### config.mk
export PLATFORM = sky130hd
export DESIGN_NAME = mem_bus_arbiter_flat
export DESIGN_NICKNAME = d
export VERILOG_FILES = /design/src/rtl/mem_bus_arbiter_if.sv /design/src/rtl/mem_bus_arbiter.sv /design/src/flat_wrapper.sv
export SDC_FILE = /design/constraint.sdc
export NUM_CORES = 1
export LEC_CHECK = 0
export ABC_AREA = 0
export BUFFER_PORTS_ARGS = -buffer_cell sky130_fd_sc_hd__buf_2
export CORE_AREA = 2 2 123 125
export DETAILED_ROUTE_END_ITERATION = 10
export DIE_AREA = 0 0 125 127
export HOLD_SLACK_MARGIN = 0.12
export PLACE_DENSITY = 0.67
export RECOVER_POWER = 100
export SLEW_MARGIN = 5
export SYNTH_ARGS = -nofsm -noshare
export SYNTH_HDL_FRONTEND = slang
export SYNTH_SLANG_ARGS = --single-unit
### constraint.sdc
create_clock -name clk -period 1.8 [get_ports clk]
set_clock_uncertainty 0.1 [all_clocks]
set_input_delay 0 -clock clk [delete_from_list [all_inputs] [get_ports clk]]
set_output_delay 0 -clock clk [all_outputs]
set_load 0.1 [all_outputs]
### src/rtl/mem_bus_arbiter_if.sv
// Pipeline-side and memory-bus-side signal bundle for mem_bus_arbiter.
// master: arbiter view; slave: pipeline/memory environment view.
interface mem_bus_arbiter_if;
    logic [5:0]  stall_i;
    logic        if_ce_i;
    logic [31:0] if_addr_i;
    logic [31:0] if_data_o;
    logic        stallreq_if_o;
    logic        mem_ce_i;
    logic        mem_we_i;
    logic [3:0]  mem_sel_i;
    logic [31:0] mem_addr_i;
    logic [31:0] mem_wdata_i;
    logic [31:0] mem_rdata_o;
    logic        stallreq_mem_o;
    logic        bus_req_o;
    logic        bus_we_o;
    logic [3:0]  bus_sel_o;
    logic [31:0] bus_addr_o;
    logic [31:0] bus_wdata_o;
    logic        bus_ack_i;
    logic [31:0] bus_rdata_i;
    logic        bus_err_o;

    modport master (
        input  stall_i, if_ce_i, if_addr_i, mem_ce_i, mem_we_i, mem_sel_i,
               mem_addr_i, mem_wdata_i, bus_ack_i, bus_rdata_i,
        output if_data_o, stallreq_if_o, mem_rdata_o, stallreq_mem_o,
               bus_req_o, bus_we_o, bus_sel_o, bus_addr_o, bus_wdata_o, bus_err_o
    );

    modport slave (
        output stall_i, if_ce_i, if_addr_i, mem_ce_i, mem_we_i, mem_sel_i,
               mem_addr_i, mem_wdata_i, bus_ack_i, bus_rdata_i,
        input  if_data_o, stallreq_if_o, mem_rdata_o, stallreq_mem_o,
               bus_req_o, bus_we_o, bus_sel_o, bus_addr_o, bus_wdata_o, bus_err_o
    );
endinterface

### src/rtl/mem_bus_arbiter.sv
// Arbitrates instruction fetch and MEM-stage accesses onto one memory bus; MEM wins.
// Define ARB_TIMEOUT_EN to add a 255-cycle bus watchdog driving bus_err_o.
//
// state   | meaning
// IDLE    | no access on the bus; pick MEM first, then IF
// IF_ACC  | instruction read in flight, waiting for bus_ack_i
// MEM_ACC | load/store in flight, waiting for bus_ack_i
module mem_bus_arbiter (
    input  logic              clk,
    input  logic              rst,
    mem_bus_arbiter_if.master bus
);
    typedef enum logic [1:0] {
        IDLE    = 2'd0,
        IF_ACC  = 2'd1,
        MEM_ACC = 2'd2
    } state_t;

    state_t      state, state_nxt;
    logic        if_done, mem_done;
    logic        req_q, we_q;
    logic [3:0]  sel_q;
    logic [31:0] addr_q, wdata_q, if_data_q, mem_rdata_q;
    logic        start_if, start_mem, fin_if, fin_mem;
    logic        timeout;

`ifdef ARB_TIMEOUT_EN
    logic [7:0] tmo_cnt;

    always_ff @(posedge clk) begin
        if (rst)
            tmo_cnt <= 8'd0;
        else if (state == IDLE || fin_if || fin_mem)
            tmo_cnt <= 8'd0;
        else
            tmo_cnt <= tmo_cnt + 8'd1;
    end

    // Count reaches 255 at the end of the 255th access cycle; an ack that cycle wins.
    assign timeout = (state != IDLE) && (tmo_cnt == 8'd254) && !bus.bus_ack_i;
`else
    assign timeout = 1'b0;
`endif

    always_ff @(posedge clk) begin
        if (rst)
            state <= IDLE;
        else
            state <= state_nxt;
    end

    always_comb begin
        state_nxt = state;
        start_if  = 1'b0;
        start_mem = 1'b0;
        fin_if    = 1'b0;
        fin_mem   = 1'b0;
        case (state)
            IDLE: begin
                if (bus.mem_ce_i && !mem_done) begin
                    state_nxt = MEM_ACC;
                    start_mem = 1'b1;
                end else if (bus.if_ce_i && !if_done) begin
                    state_nxt = IF_ACC;
                    start_if  = 1'b1;
                end
            end
            IF_ACC: begin
                if (bus.bus_ack_i || timeout) begin
                    state_nxt = IDLE;
                    fin_if    = 1'b1;
                end
            end
            MEM_ACC: begin
                if (bus.bus_ack_i || timeout) begin
                    state_nxt = IDLE;
                    fin_mem   = 1'b1;
                end
            end
            default: state_nxt = IDLE;
        endcase
    end

    always_ff @(posedge clk) begin
        if (rst) begin
            req_q       <= 1'b0;
            we_q        <= 1'b0;
            sel_q       <= 4'h0;
            addr_q      <= 32'h0;
            wdata_q     <= 32'h0;
            if_data_q   <= 32'h0;
            mem_rdata_q <= 32'h0;
            if_done     <= 1'b0;
            mem_done    <= 1'b0;
        end else begin
            if (start_mem) begin
                req_q   <= 1'b1;
                we_q    <= bus.mem_we_i;
                sel_q   <= bus.mem_sel_i;
                addr_q  <= bus.mem_addr_i;
                wdata_q <= bus.mem_wdata_i;
            end else if (start_if) begin
                req_q   <= 1'b1;
                we_q    <= 1'b0;
                sel_q   <= 4'hF;
                addr_q  <= bus.if_addr_i;
                wdata_q <= 32'h0;
            end else if (fin_if || fin_mem) begin
                req_q <= 1'b0;
            end

            if (fin_if)
                if_data_q <= bus.bus_ack_i ? bus.bus_rdata_i : 32'h0;

            // A completed store keeps the last load data; a timed-out access zeroes it.
            if (fin_mem && !(bus.bus_ack_i && we_q))
                mem_rdata_q <= bus.bus_ack_i ? bus.bus_rdata_i : 32'h0;

            if (fin_if)
                if_done <= 1'b1;
            else if (!bus.stall_i[1])
                if_done <= 1'b0;

            if (fin_mem)
                mem_done <= 1'b1;
            else if (!bus.stall_i[4])
                mem_done <= 1'b0;
        end
    end

    assign bus.bus_req_o      = req_q;
    assign bus.bus_we_o       = we_q;
    assign bus.bus_sel_o      = sel_q;
    assign bus.bus_addr_o     = addr_q;
    assign bus.bus_wdata_o    = wdata_q;
    assign bus.if_data_o      = if_data_q;
    assign bus.mem_rdata_o    = mem_rdata_q;
    assign bus.stallreq_if_o  = bus.if_ce_i && !if_done;
    assign bus.stallreq_mem_o = bus.mem_ce_i && !mem_done;
    assign bus.bus_err_o      = timeout;
endmodule

### src/flat_wrapper.sv
// flat-port wrapper written by rule: the top's interface ports become plain ports
module mem_bus_arbiter_flat 
  (clk, rst, bus_stall_i, bus_if_ce_i, bus_if_addr_i, bus_mem_ce_i, bus_mem_we_i, bus_mem_sel_i, bus_mem_addr_i, bus_mem_wdata_i, bus_bus_ack_i, bus_bus_rdata_i, bus_if_data_o, bus_stallreq_if_o, bus_mem_rdata_o, bus_stallreq_mem_o, bus_bus_req_o, bus_bus_we_o, bus_bus_sel_o, bus_bus_addr_o, bus_bus_wdata_o, bus_bus_err_o);
  mem_bus_arbiter_if bus_i ();
  input  logic clk;
  input  logic rst;
  input wire logic [$bits(bus_i.stall_i)-1:0] bus_stall_i;
  input wire logic [$bits(bus_i.if_ce_i)-1:0] bus_if_ce_i;
  input wire logic [$bits(bus_i.if_addr_i)-1:0] bus_if_addr_i;
  input wire logic [$bits(bus_i.mem_ce_i)-1:0] bus_mem_ce_i;
  input wire logic [$bits(bus_i.mem_we_i)-1:0] bus_mem_we_i;
  input wire logic [$bits(bus_i.mem_sel_i)-1:0] bus_mem_sel_i;
  input wire logic [$bits(bus_i.mem_addr_i)-1:0] bus_mem_addr_i;
  input wire logic [$bits(bus_i.mem_wdata_i)-1:0] bus_mem_wdata_i;
  input wire logic [$bits(bus_i.bus_ack_i)-1:0] bus_bus_ack_i;
  input wire logic [$bits(bus_i.bus_rdata_i)-1:0] bus_bus_rdata_i;
  output wire logic [$bits(bus_i.if_data_o)-1:0] bus_if_data_o;
  output wire logic [$bits(bus_i.stallreq_if_o)-1:0] bus_stallreq_if_o;
  output wire logic [$bits(bus_i.mem_rdata_o)-1:0] bus_mem_rdata_o;
  output wire logic [$bits(bus_i.stallreq_mem_o)-1:0] bus_stallreq_mem_o;
  output wire logic [$bits(bus_i.bus_req_o)-1:0] bus_bus_req_o;
  output wire logic [$bits(bus_i.bus_we_o)-1:0] bus_bus_we_o;
  output wire logic [$bits(bus_i.bus_sel_o)-1:0] bus_bus_sel_o;
  output wire logic [$bits(bus_i.bus_addr_o)-1:0] bus_bus_addr_o;
  output wire logic [$bits(bus_i.bus_wdata_o)-1:0] bus_bus_wdata_o;
  output wire logic [$bits(bus_i.bus_err_o)-1:0] bus_bus_err_o;
  assign bus_i.stall_i = bus_stall_i;
  assign bus_i.if_ce_i = bus_if_ce_i;
  assign bus_i.if_addr_i = bus_if_addr_i;
  assign bus_i.mem_ce_i = bus_mem_ce_i;
  assign bus_i.mem_we_i = bus_mem_we_i;
  assign bus_i.mem_sel_i = bus_mem_sel_i;
  assign bus_i.mem_addr_i = bus_mem_addr_i;
  assign bus_i.mem_wdata_i = bus_mem_wdata_i;
  assign bus_i.bus_ack_i = bus_bus_ack_i;
  assign bus_i.bus_rdata_i = bus_bus_rdata_i;
  assign bus_if_data_o = bus_i.if_data_o;
  assign bus_stallreq_if_o = bus_i.stallreq_if_o;
  assign bus_mem_rdata_o = bus_i.mem_rdata_o;
  assign bus_stallreq_mem_o = bus_i.stallreq_mem_o;
  assign bus_bus_req_o = bus_i.bus_req_o;
  assign bus_bus_we_o = bus_i.bus_we_o;
  assign bus_bus_sel_o = bus_i.bus_sel_o;
  assign bus_bus_addr_o = bus_i.bus_addr_o;
  assign bus_bus_wdata_o = bus_i.bus_wdata_o;
  assign bus_bus_err_o = bus_i.bus_err_o;
  mem_bus_arbiter u_core (.clk(clk), .rst(rst), .bus(bus_i));
endmodule
# Word level (Yosys, flattened, before mapping)
# Index checks and enable logic that the tools add are counted.
op_classes:
  eq_ne: 6
  mux: 28
  reduce_logical: 13
op_table:
  columns: ["op", "count"]
  rows:
  - ["$mux 32", 5]
  - ["$mux 1", 17]
  - ["$mux 4", 2]
  - ["$mux 2", 3]
  - ["$ne 2x1->1 const B", 3]
  - ["$logic_and 1x1->1", 4]
  - ["$pmux 2 s2", 1]
  - ["$logic_not 1->1", 3]
  - ["$ne 3x3->1 const B", 1]
  - ["$reduce_bool 3->1", 1]
  - ["$eq 2x1->1 const B", 1]
  - ["$eq 2x2->1 const B", 1]
  - ["$logic_not 2->1", 1]
  - ["$reduce_and 2->1", 1]
  - ["$reduce_bool 2->1", 1]
  - ["$reduce_or 2->1", 1]
  - ["$logic_or 1x1->1", 1]
totals:
  register_bits: 138
  word_cells: 57

# Longest topological paths before layout
# Gate-level depths: netlist of the first run.
logic_depth:
  ltp_word: 7
  ltp_mapped: 8

# Least setup slack after synthesis of the first run
# No wires, ideal clock.
synth_path:
  path_kind: "reg-to-reg"
  startpoint: "register u_core.if_done"
  endpoint: "register u_core.addr_q[6], in the netlist u_core.bus.bus_addr_o[6]"
  period_less_slack_ns: 2.215
  arrival_time_ns: 2.027
  setup_slack_ns: -0.415
  stages_incl_launch_ff: 7
  n_path_buf: 2
  path_cell_list: "dfxtp_1 > nor2b_2 > o21a_4 > buf_6 > buf_8 > nor2_2 > a311oi_2"
synth_between:
  elab_chain_len: 6
synth_rtl:
  columns: ["element", "line", "text"]
  rows:
  - ["from (decl)", "mem_bus_arbiter.sv:20", "logic if_done, mem_done;"]
  - ["from (signal assigned)", "mem_bus_arbiter.sv:93", "if_done <= 1'b0;"]
  - ["from (signal assigned)", "mem_bus_arbiter.sv:120", "if_done <= 1'b1;"]
  - ["from (signal assigned)", "mem_bus_arbiter.sv:122", "if_done <= 1'b0;"]
  - ["$logic_not 1->1", null, null]
  - ["$logic_and 1x1->1", null, null]
  - ["named net bus_stallreq_if_o", "flat_wrapper.sv:18", "output wire logic [$bits(bus_i.stallreq_if_o)-1:0] bus_stallreq_if_o;"]
  - ["$mux 1", "mem_bus_arbiter.sv:63", "end else if (bus.if_ce_i && !if_done) begin"]
  - ["$mux 1", "mem_bus_arbiter.sv:60", "if (bus.mem_ce_i && !mem_done) begin"]
  - ["$mux 1", "mem_bus_arbiter.sv:58", "case (state)"]
  - ["$reduce_bool 2->1 (no line)", null, null]
  - ["to (signal assigned)", "mem_bus_arbiter.sv:100", "addr_q <= bus.mem_addr_i;"]
  - ["to (signal assigned)", "mem_bus_arbiter.sv:106", "addr_q <= bus.if_addr_i;"]
  - ["to (decl)", "mem_bus_arbiter.sv:23", "logic [31:0] addr_q, wdata_q, if_data_q, mem_rdata_q;"]
# The timed path passes the listed nets, and every way through them passes these cells.
# A chain may end at the register's enable or synchronous reset.

# Worst setup path in the final report of the first run
layout_path:
  startpoint: "input rst"
  endpoint: "register u_core.mem_rdata_q[18], in the netlist u_core.bus.mem_rdata_o[18]"
layout_lines:
  columns: ["element", "line", "text"]
  rows:
  - ["from (decl)", "flat_wrapper.sv:6", "input logic rst;"]
  - ["to (signal assigned)", "mem_bus_arbiter.sv:117", "mem_rdata_q <= bus.bus_ack_i ? bus.bus_rdata_i : 32'h0;"]
  - ["to (decl)", "mem_bus_arbiter.sv:23", null]
# No word-level cell between the ends.

==> impl_metrics.py, run 1 <==
metrics = {
    "finish": {
        "nNetsFinal": 1167,
        "post_route_cell_area_um2": 8950,
        "antenna_cells": 0,
        "multi_input_combinational_cell_area_um2": 2290,
        "utilization_pct": 62.0,
        "fraction_of_layout_cells_with_a_size_suffix_above_1_pct": 35.8,
        "layout_overhead_on_the_synthesized_area_pct": 68.2,
        "layout.filler_cells": 1185,
        "layout.area.seq_um2": 2770,
        "count_of_placed_standard_cells_in_the_final_layout_fillers_left_out": 1216,
    },
    "synth": {
        "post_synth_xor_area_fraction_pct": 0,
        "netlist-cell-type-count": 29,
        "largest_family_of_logic_cells_by_synthesized_area": "simple AND/OR/NAND/NOR gates",
        "yosys.area.top_type_share_pct": 51.9,
        "post_synth_instance_area_um2": 5320,
        "synth-simple-area-share_pct": 21.0,
        "synth_compound_area_share_pct": 20.9,
        "netlist_instances": 616,
        "synth_area_leaders": "sky130_fd_sc_hd__dfxtp_1 52%, sky130_fd_sc_hd__nand2_1 14%, sky130_fd_sc_hd__a311oi_2 8.2%",
        "synthDominantAreaCellType": "sky130_fd_sc_hd__dfxtp_1",
        "muxShareOfSynthArea_pct": 0,
        "synth_seq_cells": 138,
        "yosysWarningCount": 0,
        "synth_adder_area_share_pct": 0.706,
        "yosysSeqAreaShare_pct": 51.9,
        "postSynthAreaPerCell_um2": 8.64,
        "syn_nets": 763,
    },
    "timing": {
        "timing.final.ws_setup_ns": 0.0962,
        "max_freq_mhz": 587,
        "timing.setup.tns_ns": 0,
        "report.final.hold_viol_count": 0,
        "max_slew.worst_pin.slew_ns": 1.08,
        "final.period_utilization_pct": 94.7,
        "slew-limit-headroom_pct": 27.9,
        "whs_ns": 0.263,
        "rsz0062_at_grt": "no",
        "report.final.slew_viol_count": 0,
        "setup_viol": 0,
        "fin_crit_ns": 1.70,
    },
    "global_route": {
        "grt_pass1_vias": 5988,
        "grt_first_pass_wirelength_mm": 30.0,
        "grt_use_total_pct": 23.3,
        "overflow": 0,
        "grt_max_degree": 45,
        "antenna_violations_before_repair": 0,
    },
    "detailed_routing": {
        "detail_route.vias_per_cell": 4.82,
        "drt_pass_1_iters": 4,
        "route.detailed.drc": 0,
        "vias": 5867,
        "drt_wl_total_mm": 18.7,
        "drt_iter0_markers": 286,
        "ant_nets": 0,
        "routed_wire_length_per_instance_um": 15.4,
    },
    "power": {
        "irDropWorstVdd_mv": 0.716,
        "design_power_total_mw": 10.5,
        "cell_area_power_density_nw_per_um2": 1170,
        "cellLeakagePower_nw": 3.96,
    },
    "placed_design": {
        "numPortBuffers": 275,
        "gp_routability_congestion": 0.791,
        "place.detailed.instances": 1040,
        "hpwlAfterDp_mm": 11.0,
        "detailedPlace.worstSlack_ns": 0.0506,
        "placed_cell_area_um2": 6920,
    },
    "clocking": {
        "clkSlewWorstSetupHoldPaths_ns": 0.06,
        "cts-htree-levels": 4,
        "inserted_clock_buffers": 17,
        "clock_insertion_delay_worst_skew_ns": 0.41,
        "cts_root_buf": "sky130_fd_sc_hd__clkbuf_16",
        "cts_tree": "built",
        "clkSinkCount": 138,
        "buffer_levels_on_the_longest_clock_path": 2,
    },
    "critical_path": {
        "largest_fanout_on_the_critical_path": 41,
        "cp-end-kind": "flop",
        "critical_path_top_delay_cell": "sky130_fd_sc_hd__clkbuf_2",
        "worst_path_required_time_ns": 1.98,
        "cpPeakStageDelay_ns": 0.82,
        "regToRegSetupSlack_ns": 0.1,
        "timing.critical_path.from": "rst",
        "timing.rr.start": "u_core.mem_done",
        "critPathArrivalTime_ns": 1.89,
        "timing.critical_path.from_type": "input pin",
        "critical_path.cell_chain": "dlygate4sd3_1 > clkbuf_2 > buf_6 > a21oi_1",
        "timing_worst_setup_path_type": "in -> reg",
    },
    "hold_path": {
        "holdCritStartpoint": "bus_mem_wdata_i[13]",
        "min-delay-path-class": "in -> reg",
    },
    "die": {
        "fp.coreArea_um2": 14400,
        "rows": 44,
        "floorplan.initialDensity_pct": 36.9,
        "die_width_um": 125,
        "die_height_um": 127,
        "ioPinCount": 281,
        "fp.dieArea_um2": 15900,
    },
    "job": {
        "max_capacitance_violation_count": 0,
    },
    "status": {
        "status": "complete, no violations",
    },
}
power by group:
group	total (mW)	switching (mW)	internal, mW
clock	3.42	1.28	2.14
combinational	3.61	2.72	0.892
sequential	3.46	0.144	3.32
total	10.5	4.14	6.35
cells in the final DEF, fill, tap and decap left out, types with 2 or more instances in the layout:
cell type	count
sky130_fd_sc_hd__nand2_1	195
sky130_fd_sc_hd__nor2_2	11
sky130_fd_sc_hd__a21oi_1	71
sky130_fd_sc_hd__buf_12	9
sky130_fd_sc_hd__dfxtp_2	2
sky130_fd_sc_hd__a311oi_2	29
sky130_fd_sc_hd__a22oi_1	37
sky130_fd_sc_hd__buf_2	138
sky130_fd_sc_hd__clkbuf_16	17
sky130_fd_sc_hd__clkbuf_8	3
sky130_fd_sc_hd__clkbuf_1	4
sky130_fd_sc_hd__clkbuf_2	136
sky130_fd_sc_hd__clkinv_2	3
sky130_fd_sc_hd__nor3_1	4
sky130_fd_sc_hd__dfxtp_1	136
sky130_fd_sc_hd__bufinv_16	2
sky130_fd_sc_hd__buf_4	7
sky130_fd_sc_hd__nor2_1	61
sky130_fd_sc_hd__inv_1	3
sky130_fd_sc_hd__ha_1	2
sky130_fd_sc_hd__dlygate4sd3_1	144
per-layer routing:
| layer | vias to the layer above | routed length (um) | part of all wire (%) | GRT usage (%) |
|---|---|---|---|---|
| li1 | 2878 | - | - | - |
| met1 | 2718 | 7390 | 39 | 25.6 |
| met2 | 226 | 9620 | 51 | 42.3 |
| met3 | 45 | 1200 | 6.4 | 7.04 |
| met4 | 0 | 499 | 2.7 | 8.95 |
| met5 | - | 0 | 0 | 0 |
layout make-up:
class	count	share of cell area, %
clock buffers	24	5.38
clock inverters	7	1.02
inverters	4	0.308
multi-input cells	424	25.6
flip-flops and latches	138	30.9
well taps	184	2.57
repair buffers	435	34.2
sequential cells by signal, indices dropped and copies added, names as in the netlist:
register,flops
u_core.bus.bus_sel_o,4
u_core.bus.bus_req_o,1
u_core.state,2
u_core.bus.bus_wdata_o,32
u_core.bus.bus_addr_o,32
u_core.bus.if_data_o,32
u_core.if_done,1
u_core.mem_done,1
u_core.bus.mem_rdata_o,32
u_core.bus.bus_we_o,1
critical path, delay by kind of cell:
kind,cells,cell delay [ns]
buffers and inverters,3,1.77
AOI/OAI and AO/OA,1,0.10
cell usage after synthesis:
master and n:
sky130_fd_sc_hd__nand2_1 195, sky130_fd_sc_hd__dfxtp_1 138, sky130_fd_sc_hd__a21oi_1 71, sky130_fd_sc_hd__nor2_1 62, sky130_fd_sc_hd__a22oi_1 37, sky130_fd_sc_hd__clkbuf_1 34, sky130_fd_sc_hd__a311oi_2 29, sky130_fd_sc_hd__nor2_2 10
sky130_fd_sc_hd__buf_2 7, sky130_fd_sc_hd__buf_6 7, sky130_fd_sc_hd__nor3_1 4, sky130_fd_sc_hd__ha_1 3, sky130_fd_sc_hd__inv_1 3, sky130_fd_sc_hd__a211oi_1 1, sky130_fd_sc_hd__and2_1 1, sky130_fd_sc_hd__buf_4 1
sky130_fd_sc_hd__buf_8 1, sky130_fd_sc_hd__conb_1 1, sky130_fd_sc_hd__inv_6 1, sky130_fd_sc_hd__nand2b_1 1, sky130_fd_sc_hd__nand2b_4 1, sky130_fd_sc_hd__nand3_1 1, sky130_fd_sc_hd__nor2_4 1, sky130_fd_sc_hd__nor2b_2 1
sky130_fd_sc_hd__nor4b_2 1, sky130_fd_sc_hd__o21a_4 1, sky130_fd_sc_hd__o21ai_0 1, sky130_fd_sc_hd__o21ai_4 1, sky130_fd_sc_hd__or2_2 1
worst paths after layout:
check                                                   to  depth (start not counted)
worst max-delay path            u_core.bus.mem_rdata_o[18]                          4
worst max register to register    u_core.bus.bus_addr_o[4]                          4
worst min register to register     u_core.bus.if_data_o[0]                          2
worst min-delay path            u_core.bus.bus_wdata_o[13]                          4
repair_timing:
item                                    in CTS  in global routing
endpoints found under the setup margin       0                 73
endpoints found under the hold margin      138                  0
hold buffers                               145                  0
resized for setup                            0                  5
buffers inserted                             0                  1
logic make-up (layout without fill, tap and decap cells):
family                     count (synthesis)  in the layout
and+or+nand+nor                          279            279
AOI/OAI and AO/OA                        141            141
DFF                                      138            138
buffers and inverters                     54            470
adders and majority gates                  3              3
other                                      1              1
(Power assumes the default switching activity.)
==> run 2, diff against run 1 <==
PLACE_DENSITY = 0.7   (was 0.67)
SKIP_LAST_GASP = 1   (was not set)
clock period = 1.5 ns   (was 1.8 ns; I/O delays follow)
==> impl_metrics.py, run 2 (same netlist as run 1, synthesis figures left out) <==
metrics = {
    "timing": {
        "timing.final.ws_setup_ns": -0.0319,
        "setup_viol": 22,
        "max_freq_mhz": 653,
        "report.final.hold_viol_count": 0,
        "slew-limit-headroom_pct": 61.6,
        "fin_crit_ns": 1.53,
        "report.final.slew_viol_count": 0,
        "rsz0062_at_grt": "yes",
        "final.period_utilization_pct": 102,
        "max_slew.worst_pin.slew_ns": 0.579,
    },
    "global_route": {
        "grt_max_degree": 67,
        "grt_pass1_vias": 6161,
        "antenna_violations_before_repair": 0,
        "grt_first_pass_wirelength_mm": 30.7,
        "overflow": 0,
        "grt_use_total_pct": 24.0,
    },
    "detailed_routing": {
        "routed_wire_length_per_instance_um": 16.5,
        "drt_wl_total_mm": 20.4,
        "drt_pass_1_iters": 5,
        "drt_iter0_markers": 375,
        "vias": 6133,
        "detail_route.vias_per_cell": 4.97,
        "route.detailed.drc": 0,
        "ant_nets": 0,
    },
    "finish": {
        "fraction_of_layout_cells_with_a_size_suffix_above_1_pct": 45.4,
        "layout_overhead_on_the_synthesized_area_pct": 81.3,
        "utilization_pct": 66.9,
        "antenna_cells": 0,
        "layout.filler_cells": 1131,
        "commonest_non_fill_non_tap_cell_in_the_layout": "sky130_fd_sc_hd__nand2_1",
        "nNetsFinal": 1185,
        "mostFrequentLayoutCells": "173 x sky130_fd_sc_hd__nand2_1, 144 x sky130_fd_sc_hd__buf_2, 139 x sky130_fd_sc_hd__dlygate4sd3_1",
    },
    "clocking": {
        "cts-htree-levels": 4,
        "clock_insertion_delay_worst_skew_ns": 0.40,
        "cts_root_buf": "sky130_fd_sc_hd__clkbuf_16",
        "clkSinkCount": 138,
        "clkSlewWorstSetupHoldPaths_ns": 0.06,
        "buffer_levels_on_the_longest_clock_path": 2,
        "cts_tree": "built",
        "inserted_clock_buffers": 17,
    },
    "critical_path": {
        "timing.critical_path.from_type": "flop",
        "largest_fanout_on_the_critical_path": 8,
        "cp-end-kind": "flop",
        "timing_worst_setup_path_type": "reg -> reg",
        "critPathArrivalTime_ns": 1.77,
        "worst_path_required_time_ns": 1.73,
    },
    "power": {
        "cell_area_power_density_nw_per_um2": 1370,
        "irDropWorstVdd_mv": 0.717,
        "design_power_total_mw": 13.2,
        "cellLeakagePower_nw": 4.25,
    },
    "die": {
        "rows": 44,
        "die_height_um": 127,
        "floorplan.initialDensity_pct": 36.9,
        "fp.dieArea_um2": 15900,
        "ioPinCount": 281,
        "die_width_um": 125,
        "fp.coreArea_um2": 14400,
    },
    "placed_design": {
        "gp_routability_congestion": 0.801,
        "numPortBuffers": 275,
        "hpwlAfterDp_mm": 11.1,
    },
    "job": {
        "max_capacitance_violation_count": 0,
    },
    "status": {
        "failed_checks": "setup timing",
        "status": "finished, violations left",
    },
    "hold_path": {
        "min-delay-path-class": "in -> reg",
    },
}
==> run 2: final timing paths <==
check	start	to	slack (ns)	depth (start not counted)
setup / recovery	u_core.state[0]	u_core.bus.mem_rdata_o[18]	-0.03	8
hold / removal	bus_mem_wdata_i[26]	u_core.bus.bus_wdata_o[26]	0.26	4
setup reg to reg	u_core.state[0]	u_core.bus.mem_rdata_o[18]	-0.03	8
hold reg to reg	u_core.bus.bus_addr_o[27]	u_core.bus.bus_addr_o[27]	0.35	2
==> run 2: metrics by stage <==
stage | worst slack (ns) | hold slack [ns] | TNS (ns) | area (um2) | cells
after global routing | -0.106 | 0.262 | -4.85 | 9650 | 1235
after global placement | 0.0247 | 0.130 | 0 | 7150 | 1051
after floorplan | -0.306 | 0.0353 | -14.61 | 5530 | 616
final | -0.0319 | 0.259 | -0.284 | 9650 | 1235
after CTS | -0.0412 | 0.234 | -0.368 | 9330 | 1230
after detailed placement | -0.0376 | 0.140 | -0.189 | 7150 | 1051
==> run 2: what timing repair did <==
| action | in CTS | in global routing |
|---|---|---|
| endpoints found under the hold margin | 138 | 0 |
| buffers inserted | 5 | 4 |
| pin swaps | 2 | 30 |
| gates resized for setup | 16 | 72 |
| hold buffers | 139 | 0 |
| setup endpoints to repair | 20 | 94 |
| cloned | 3 | 4 |
==> run 2: critical path, cell delays in order (launching register included) <==
cell and delay, ns:
sky130_fd_sc_hd__dfxtp_2 0.33, sky130_fd_sc_hd__inv_4 0.07, sky130_fd_sc_hd__ha_4 0.13, sky130_fd_sc_hd__nand2_4 0.05, sky130_fd_sc_hd__buf_6 0.11, sky130_fd_sc_hd__nor2_4 0.24
sky130_fd_sc_hd__clkbuf_16 0.23, sky130_fd_sc_hd__nand2_1 0.06, sky130_fd_sc_hd__a21oi_1 0.13
==> run 2: power by group <==
part / leakage [nW] / internal [mW] / switching [mW]
sequential: 1.13 / 3.98 / 0.203
combinational: 2.82 / 1.31 / 3.44
clock: 0.296 / 2.66 / 1.62
==> run 2: final cells by class <==
cell class                      instances  area (um2)  area share [%]
Timing Repair Buffer                  453        3340            34.6
Sequential cell                       138        2770            28.7
Multi-Input combinational cell        424        2670            27.7
Clock buffer                           18         439            4.55
Tap cell                              184         230            2.39
Clock inverter                         14         169            1.75
Inverter                                4        25.0           0.259
==> run 2: metal layers <==
metal	routed length (um)	GRT usage, %
met5	0	0
met4	886	14.0
met3	1250	5.99
met2	10300	41.8
met1	7890	26.9
==> run 3, diff against run 2 <==
BUFFER_PORTS_ARGS = -buffer_cell sky130_fd_sc_hd__buf_4   (was -buffer_cell sky130_fd_sc_hd__buf_2)
==> impl_metrics.py, run 3 (same netlist as run 1, synthesis figures left out) <==
metrics = {
    "status": {
        "status": "finished, violations left",
        "failed_checks": "setup timing",
    },
    "die": {
        "floorplan.initialDensity_pct": 36.9,
        "fp.dieArea_um2": 15900,
        "ioPinCount": 281,
        "rows": 44,
        "die_width_um": 125,
        "die_height_um": 127,
        "fp.coreArea_um2": 14400,
    },
    "finish": {
        "nNetsFinal": 1191,
        "layout_overhead_on_the_synthesized_area_pct": 89.3,
        "mostFrequentLayoutCells": "184 x sky130_fd_sc_hd__nand2_1, 153 x sky130_fd_sc_hd__buf_4, 139 x sky130_fd_sc_hd__dlygate4sd3_1",
        "commonest_non_fill_non_tap_cell_in_the_layout": "sky130_fd_sc_hd__nand2_1",
        "post_route_cell_area_um2": 10100,
        "fraction_of_layout_cells_with_a_size_suffix_above_1_pct": 43.7,
        "antenna_cells": 0,
        "layout.filler_cells": 1116,
        "utilization_pct": 69.8,
    },
    "global_route": {
        "grt_use_total_pct": 23.7,
        "grt_first_pass_wirelength_mm": 30.1,
        "grt_max_degree": 60,
        "grt_pass1_vias": 6022,
        "antenna_violations_before_repair": 0,
        "overflow": 0,
    },
    "hold_path": {
        "holdCritStartpoint": "bus_mem_wdata_i[7]",
        "min-delay-path-class": "in -> reg",
    },
    "critical_path": {
        "worst_path_required_time_ns": 1.70,
        "critPathArrivalTime_ns": 1.73,
        "cp-end-kind": "flop",
        "largest_fanout_on_the_critical_path": 20,
        "timing_worst_setup_path_type": "reg -> reg",
        "timing.rr.start": "u_core.mem_done",
        "timing.critical_path.from_type": "flop",
        "regToRegSetupSlack_ns": -0.03,
        "timing.critical_path.from": "u_core.mem_done",
    },
    "timing": {
        "slew-limit-headroom_pct": 61.4,
        "max_freq_mhz": 655,
        "final.period_utilization_pct": 102,
        "report.final.slew_viol_count": 0,
        "report.final.hold_viol_count": 0,
        "whs_ns": 0.272,
        "max_slew.worst_pin.slew_ns": 0.582,
        "timing.final.ws_setup_ns": -0.0260,
        "fin_crit_ns": 1.53,
        "setup_viol": 3,
        "rsz0062_at_grt": "yes",
    },
    "placed_design": {
        "numPortBuffers": 275,
        "hpwlAfterDp_mm": 11.6,
        "placed_cell_area_um2": 7870,
        "gp_routability_congestion": 0.803,
    },
    "power": {
        "cell_area_power_density_nw_per_um2": 1320,
        "design_power_total_mw": 13.3,
        "irDropWorstVdd_mv": 0.802,
        "cellLeakagePower_nw": 4.38,
    },
    "detailed_routing": {
        "ant_nets": 0,
        "vias": 6097,
        "drt_iter0_markers": 340,
        "drt_pass_1_iters": 5,
        "detail_route.vias_per_cell": 4.91,
        "route.detailed.drc": 0,
        "drt_wl_total_mm": 20.9,
        "routed_wire_length_per_instance_um": 16.9,
    },
    "clocking": {
        "clock_insertion_delay_worst_skew_ns": 0.41,
        "inserted_clock_buffers": 17,
        "clkSlewWorstSetupHoldPaths_ns": 0.06,
        "cts-htree-levels": 4,
        "buffer_levels_on_the_longest_clock_path": 2,
        "clkSinkCount": 138,
        "cts_tree": "built",
        "cts_root_buf": "sky130_fd_sc_hd__clkbuf_16",
    },
    "job": {
        "max_capacitance_violation_count": 0,
    },
}
==> run 3: cell types whose count changed in the layout (fill, tap and decap cells not counted), sizes merged <==
cell	change
buf	-4
bufinv	-1
clkinv	-3
inv	-1
clkbuf	+13
clkinvlp	+1
bufbuf	+1
==> run 3: final timing paths <==
path,endpoint,cells past startpoint
worst max-delay path,u_core.bus.bus_addr_o[23],6
worst min-delay path,u_core.bus.bus_wdata_o[7],4
worst max register to register,u_core.bus.bus_addr_o[23],6
worst min register to register,u_core.bus.mem_rdata_o[15],2
==> run 3: cell type report <==
type	count	area [um2]	share of cell area [%]
Timing Repair Buffer	459	3880	38.5
Sequential cell	138	2770	27.6
Multi-Input combinational cell	424	2580	25.7
Clock buffer	22	454	4.51
Tap cell	184	230	2.29
Clock inverter	10	119	1.18
Inverter	4	30.0	0.298
==> run 3: report_power, final <==
part,switching (mW),internal (mW)
clock,1.58,2.50
sequential,0.194,3.98
combinational,3.48,1.53
total,5.24,8.01
==> run 3: what timing repair did <==
action                                  CTS  global route
endpoints found under the setup margin   46           130
cloned                                    1            11
hold buffers                            139             0
gates resized for setup                   7            54
buffers inserted                          0             7
hold endpoints to repair                138             0
pin swaps                                 2            20
==> run 3: metal layers <==
| metal | part of all wire [%] | GRT usage (%) | wire, um | up-vias |
|---|---|---|---|---|
| met2 | 51 | 40.7 | 10700 | 245 |
| met3 | 6.7 | 6.99 | 1410 | 54 |
| met1 | 38 | 26.2 | 8050 | 2863 |
| met4 | 3.7 | 13.4 | 766 | 0 |
| met5 | 0 | 0 | 0 | - |
| li1 | - | - | - | 2935 |
==> run 3: worst max-delay path: stages (launching register included) <==
cell and delay, ns:
sky130_fd_sc_hd__dfxtp_2 0.31, sky130_fd_sc_hd__nand2b_4 0.17, sky130_fd_sc_hd__inv_8 0.12, sky130_fd_sc_hd__o21a_4 0.24, sky130_fd_sc_hd__buf_12 0.19, sky130_fd_sc_hd__nor2_1 0.06
sky130_fd_sc_hd__a311oi_2 0.21
==> run 3: stage by stage <==
stage	TNS, ns	setup WS [ns]	instances
6_report	-0.0335	-0.0260	1241
3_5_place_dp	-1.19	-0.120	1051
2_1_floorplan	-14.61	-0.306	616
3_3_place_gp	-0.479	-0.0616	1051
4_1_cts	-0.00163	-0.00163	1223
5_1_grt	-2.17	-0.0847	1241
